===== src/rtl/iterative_math_pkg.sv =====
// Shared mode encoding and FSM state type for the iterative arithmetic accelerator.
package iterative_math_pkg;

  localparam int MODE_W = 2;

  localparam logic [MODE_W-1:0] MODE_FACT = 2'd0;
  localparam logic [MODE_W-1:0] MODE_POW  = 2'd1;
  localparam logic [MODE_W-1:0] MODE_SUM  = 2'd2;
  localparam logic [MODE_W-1:0] MODE_RSVD = 2'd3;

  typedef enum logic [1:0] {
    S_IDLE = 2'd0,
    S_RUN  = 2'd1,
    S_DONE = 2'd2
  } state_e;

endpackage


===== src/rtl/iterative_math_step.sv =====
// Combinational single iteration step: next acc/cnt, step overflow and finish detect.
module iterative_math_step
  import iterative_math_pkg::*;
#(
  parameter int WIDTH = 32
) (
  input  logic [MODE_W-1:0] i_mode,
  input  logic [WIDTH-1:0]  i_acc,
  input  logic [WIDTH-1:0]  i_cnt,
  input  logic [WIDTH-1:0]  i_base,
  output logic [WIDTH-1:0]  o_acc,
  output logic [WIDTH-1:0]  o_cnt,
  output logic              o_ovf,
  output logic              o_done
);

  localparam logic [WIDTH-1:0] ONE = WIDTH'(1);

  logic [WIDTH-1:0]   w_mul_b;
  logic [2*WIDTH-1:0] w_prod;
  logic [WIDTH:0]     w_sum;

  // Power multiplies by the latched base, factorial by the running counter.
  assign w_mul_b = (i_mode == MODE_POW) ? i_base : i_cnt;
  assign w_prod  = {{WIDTH{1'b0}}, i_acc} * {{WIDTH{1'b0}}, w_mul_b};
  assign w_sum   = {1'b0, i_acc} + {1'b0, i_cnt};

  always_comb begin
    o_acc  = i_acc;
    o_cnt  = i_cnt;
    o_ovf  = 1'b0;
    o_done = 1'b1;
    case (i_mode)
      MODE_FACT: begin
        if (i_cnt > ONE) begin
          o_acc  = w_prod[WIDTH-1:0];
          o_cnt  = i_cnt - ONE;
          o_ovf  = |w_prod[2*WIDTH-1:WIDTH];
          o_done = 1'b0;
        end
      end
      MODE_POW: begin
        if (i_cnt != '0) begin
          o_acc  = w_prod[WIDTH-1:0];
          o_cnt  = i_cnt - ONE;
          o_ovf  = |w_prod[2*WIDTH-1:WIDTH];
          o_done = 1'b0;
        end
      end
      MODE_SUM: begin
        if (i_cnt != '0) begin
          o_acc  = w_sum[WIDTH-1:0];
          o_cnt  = i_cnt - ONE;
          o_ovf  = w_sum[WIDTH];
          o_done = 1'b0;
        end
      end
      default: begin
        o_done = 1'b1;
      end
    endcase
  end

endmodule


===== src/rtl/iterative_math_mmio.sv =====
// Multi-mode iterative accelerator (factorial, power, triangular sum) with abort and sticky overflow.
// Build option: ITERMATH_SATURATE_EN ends an operation at its first overflowing step with an all-ones result.
module iterative_math_mmio #(
  parameter int WIDTH  = 32,
  parameter int MODE_W = 2
) (
  input  logic              clock,
  input  logic              reset_n,
  input  logic              input_valid,
  output logic              input_ready,
  input  logic [MODE_W-1:0] mode,
  input  logic [WIDTH-1:0]  x,
  input  logic [WIDTH-1:0]  y,
  input  logic              abort,
  output logic              output_valid,
  input  logic              output_ready,
  output logic [WIDTH-1:0]  result,
  output logic              overflow,
  output logic              err,
  output logic              busy
);

  import iterative_math_pkg::*;

  state_e            r_state;
  logic [MODE_W-1:0] r_mode;
  logic [WIDTH-1:0]  r_acc;
  logic [WIDTH-1:0]  r_cnt;
  logic [WIDTH-1:0]  r_base;
  logic              r_ovf_flag;
  logic [WIDTH-1:0]  r_result;
  logic              r_overflow;
  logic              r_err;

  logic [WIDTH-1:0]  w_acc_nxt;
  logic [WIDTH-1:0]  w_cnt_nxt;
  logic              w_step_ovf;
  logic              w_done;

  iterative_math_step #(.WIDTH(WIDTH)) u_step (
    .i_mode (r_mode),
    .i_acc  (r_acc),
    .i_cnt  (r_cnt),
    .i_base (r_base),
    .o_acc  (w_acc_nxt),
    .o_cnt  (w_cnt_nxt),
    .o_ovf  (w_step_ovf),
    .o_done (w_done)
  );

  // Handshakes: a request transfers on a rising edge where input_valid && input_ready;
  // a result transfers on a rising edge where output_valid && output_ready. Both readies
  // and valids are pure decodes of the state register, so nothing turns around in one cycle.
  always_ff @(posedge clock or negedge reset_n) begin
    if (!reset_n) begin
      r_state    <= S_IDLE;
      r_mode     <= '0;
      r_acc      <= '0;
      r_cnt      <= '0;
      r_base     <= '0;
      r_ovf_flag <= 1'b0;
      r_result   <= '0;
      r_overflow <= 1'b0;
      r_err      <= 1'b0;
    end else begin
      case (r_state)
        S_IDLE: begin
          if (input_valid) begin
            r_mode     <= mode;
            r_base     <= x;
            r_ovf_flag <= 1'b0;
            r_state    <= S_RUN;
            case (mode)
              MODE_FACT: begin
                r_acc <= WIDTH'(1);
                r_cnt <= x;
              end
              MODE_POW: begin
                r_acc <= WIDTH'(1);
                r_cnt <= y;
              end
              MODE_SUM: begin
                r_acc <= '0;
                r_cnt <= x;
              end
              default: begin
                r_acc      <= '0;
                r_cnt      <= '0;
                r_result   <= '0;
                r_overflow <= 1'b0;
                r_err      <= 1'b1;
                r_state    <= S_DONE;
              end
            endcase
          end
        end
        S_RUN: begin
          // Abort outranks a finish landing on the same edge.
          if (abort) begin
            r_state <= S_IDLE;
          end else if (w_done) begin
            r_result   <= r_acc;
            r_overflow <= r_ovf_flag;
            r_err      <= 1'b0;
            r_state    <= S_DONE;
`ifdef ITERMATH_SATURATE_EN
          end else if (w_step_ovf) begin
            r_result   <= '1;
            r_overflow <= 1'b1;
            r_err      <= 1'b0;
            r_state    <= S_DONE;
`endif
          end else begin
            r_acc      <= w_acc_nxt;
            r_cnt      <= w_cnt_nxt;
            r_ovf_flag <= r_ovf_flag | w_step_ovf;
          end
        end
        S_DONE: begin
          if (abort || output_ready) begin
            r_state <= S_IDLE;
          end
        end
        default: begin
          r_state <= S_IDLE;
        end
      endcase
    end
  end

  assign input_ready  = (r_state == S_IDLE);
  assign output_valid = (r_state == S_DONE);
  assign busy         = (r_state != S_IDLE);
  assign result       = r_result;
  assign overflow     = r_overflow;
  assign err          = r_err;

endmodule


===== config.mk =====
export PLATFORM = sky130hd
export DESIGN_NAME = iterative_math_mmio
export DESIGN_NICKNAME = d
export VERILOG_FILES = /design/src/rtl/iterative_math_pkg.sv /design/src/rtl/iterative_math_step.sv /design/src/rtl/iterative_math_mmio.sv
export SDC_FILE = /design/constraint.sdc
export NUM_CORES = 2
export LEC_CHECK = 0
export CAP_MARGIN = 5
export CORE_MARGIN = 5
export CORE_UTILIZATION = 61
export CTS_BUF_LIST = sky130_fd_sc_hd__clkbuf_4
export CTS_CLUSTER_DIAMETER = 100
export DETAILED_ROUTE_END_ITERATION = 10
export PLACE_DENSITY = 0.79
export SLEW_MARGIN = 20
export SYNTH_ARGS = -nofsm -noshare
export SYNTH_HDL_FRONTEND = slang
export SYNTH_SLANG_ARGS = --single-unit
export TNS_END_PERCENT = 30

===== constraint.sdc =====
create_clock -name clock -period 17.7 [get_ports clock]
set_clock_uncertainty 0.15 [all_clocks]
set_input_delay 1.77 -clock clock [delete_from_list [all_inputs] [get_ports clock]]
set_output_delay 1.77 -clock clock [all_outputs]
set_load 0.01 [all_outputs]

==> results.tsv <==
stage	metric	value	unit
status	run_status	finished, final reports clean	
yosys	yosysSeqAreaShare	0.0792	
cts	cts.clk_slew.worst_paths	0.16	ns
floorplanning	num_rows	97	
drt	vias	33400	
grt	first_global_vias	35900	
grt	track_usage	0.318	
yosys	synthArstFlopShare	1.00	
timing	slew_violations	0	
timing	worst_pin_slew	1.11	ns
cts	cts_buffers	17	
critical_path	startpoint_type	flip-flop	
timing	finalSetupTns	0	ns
grt	antenna_found_initial	2	
floorplanning	die_area	0.0753	mm²
cts	numClockSinks	135	
worst_hold_path	min_path_type	reg2reg	
yosys	yosysTopAreaCell	fa_1	
timing	holdWs	0.335	ns
drt	wl_per_cell	20.6	µm
yosys	synthTopCellsByArea	fa_1, and2_1, ha_1	
drt	vias_per_cell	5.96	
placement	hpwl	89700	µm
critical_path	crit_path_end_kind	flip-flop	
timing	finalCriticalPeriod	10.16	ns
cts	cts_tree	done	
critical_path	timing.critical_path.buf_inv	5	
yosys	syn_avg_cell_area	8.97	µm²
yosys	synth_edf_count	0	
yosys	syn_inst	4757	
cts	root_buffer	clkbuf_4	
timing	hold_viol	0	
cts	postCtsResizedCells	0	
grt	grt.overflow.total	0	
critical_path	cp_max_fo	36	
critical_path	worstPathArrival	10.52	ns
cts	clkLatencyLatePin	0.65	ns
drt	drtIter0Drc	2681	
grt	grt_first_pass_wirelength	191000	µm
critical_path	cpMaxStageDelayCell	mux2_2	
layout	nets	5908	
placement	io_buffers	107	
yosys	synth_cell_types	98	
yosys	ys_top_cells_by_count	fa_1, inv_1, nand2_1, and2_1, ha_1	
cts	htree_levels	4	
layout	drive_gt1_frac	0.0376	
placement	place_congestion	0.948	
timing	finalSetupViolCount	0	
layout	syn_to_final_growth	3.91	%
timing	rsz0062_at_grt	no	
cts	cts-hold-fix-buffers	0	
yosys	synth.most_common_cell	fa_1	
drt	postRouteAntennaNets	0	
floorplanning	io_pins	108	
floorplanning	die_x	274	µm
yosys	synthFlopType	dfrtp_1	
timing	fmax	98.4	MHz
critical_path	worst-setup-path-type	reg2reg	
floorplanning	fp.dieH	274	µm
critical_path	slowest_delay	0.77	ns
yosys	yosys_warnings	0	
grt	grt_max_degree	88	
critical_path	crit_path_frequent_cell	fa_1	
timing	relSlewSlack	0.258	
floorplanning	start_util	0.612	
cts	cts_setup_buffers	0	
floorplanning	core_region_area	0.0697	mm²
drt	drt_first_pass_iters	6	
cts	clockBufferDepth	2	
yosys	synth_top_area_share	0.421	
critical_path	crit_family	adder cells	
timing	period_share	0.574	
run	drv_cap	0	
yosys	synth_nets	6026	
drt	route.detailed.drc	0	
yosys	ys_ff_latch	135	
yosys	syn_area	0.0427	mm²
critical_path	critPathRequiredTime	18.06	ns
drt	wl	115000	µm
[state kept, by name (all words and copies together), names as in the netlist]
name	flops
err	1
overflow	1
r_acc	32
r_base	32
r_cnt	32
r_mode	2
r_ovf_flag	1
r_state	2
result	32
[tightest hold or removal path: cells and delay by family, from the launching register on]
| family | cells | cell delay (ns) |
|---|---|---|
| DFF | 1 | 0.38 |
| and+or+nand+nor | 2 | 0.09 |
[routing by layer]
| metal | wire (µm) | global-route usage | vias to the layer above |
|---|---|---|---|
| li1 | - | - | 14600 |
| met1 | 48000 | 0.446 | 17100 |
| met2 | 54400 | 0.514 | 1506 |
| met3 | 10000 | 0.0606 | 205 |
| met4 | 3080 | 0.0891 | 0 |
| met5 | 0 | 0 | - |
[cells in the final DEF (no fill, tap or decap), types with 8 or more instances in the layout]
cell type          n
xnor2_1           41
buf_4             45
o31ai_1           24
inv_1            761
or3_1             13
nand2_1          734
dfrtp_1          130
o22a_1             9
nand4_1           35
nand3_1           61
mux2i_1            8
nor3_1            47
a21oi_1          131
xor2_1            20
o21bai_1          11
a22o_1            13
o22ai_1           12
a31oi_1           21
a22oi_1           15
o21ai_0           83
o21ai_1           36
nor2_1           117
clkdlybuf4s50_1  106
nor4_1            15
ha_1             301
and3_1             8
a211oi_1          18
clkbuf_4          17
o211ai_1          10
nand2b_1          14
and2_1           623
fa_1             897
mux2_2            30
o21a_1            16
a221oi_1          18
a21o_1            33
[stage by stage]
stage	utilization	cell area, µm²	instances	setup slack [ns]
final	0.636	44300	5594	7.54
after global routing	0.636	44300	5593	6.94
after CTS	0.636	44300	5592	7.59
after detailed placement	0.632	44000	5560	7.68
after global placement	0.632	44000	5560	7.63
after floorplan	-	42700	4757	8.98
[cell families after synthesis]
group	count (synthesis)	share of synthesized area
DFF	135	0.0792
xor gates and xnor gates	62	0.0131
buffers and inverters	1051	0.0971
AOI/OAI and AO/OA	556	0.0901
and+or+nand+nor	1717	0.202
adders and majority gates	1198	0.509
muxes	38	0.00980
[cell type report]
type / instances / area, µm²
well taps: 940 / 1180
multi-input cells: 3571 / 35200
inverters: 762 / 2860
repair buffers: 152 / 1410
clock buffers: 17 / 128
fillers: 5803 / 25300
flip-flops and latches: 135 / 3380
clock inverters: 15 / 179
diodes: 2 / 5.00
[path summary, 6_finish.rpt]
kind,to,slack (ns),start,cells after the start
max,r_ovf_flag,7.54,r_mode[1],27
min reg2reg,result[20],0.34,result[20],2
min in group asynchronous,result[14],0.94,reset_n,1
max reg2reg,r_ovf_flag,7.54,r_mode[1],27
max in group asynchronous,r_acc[4],14.99,reset_n,2
min,result[20],0.34,result[20],2
Power is left out: the tool's default activity adds up to more than one toggle a clock period on the data nets, which glitch-free logic cannot reach.
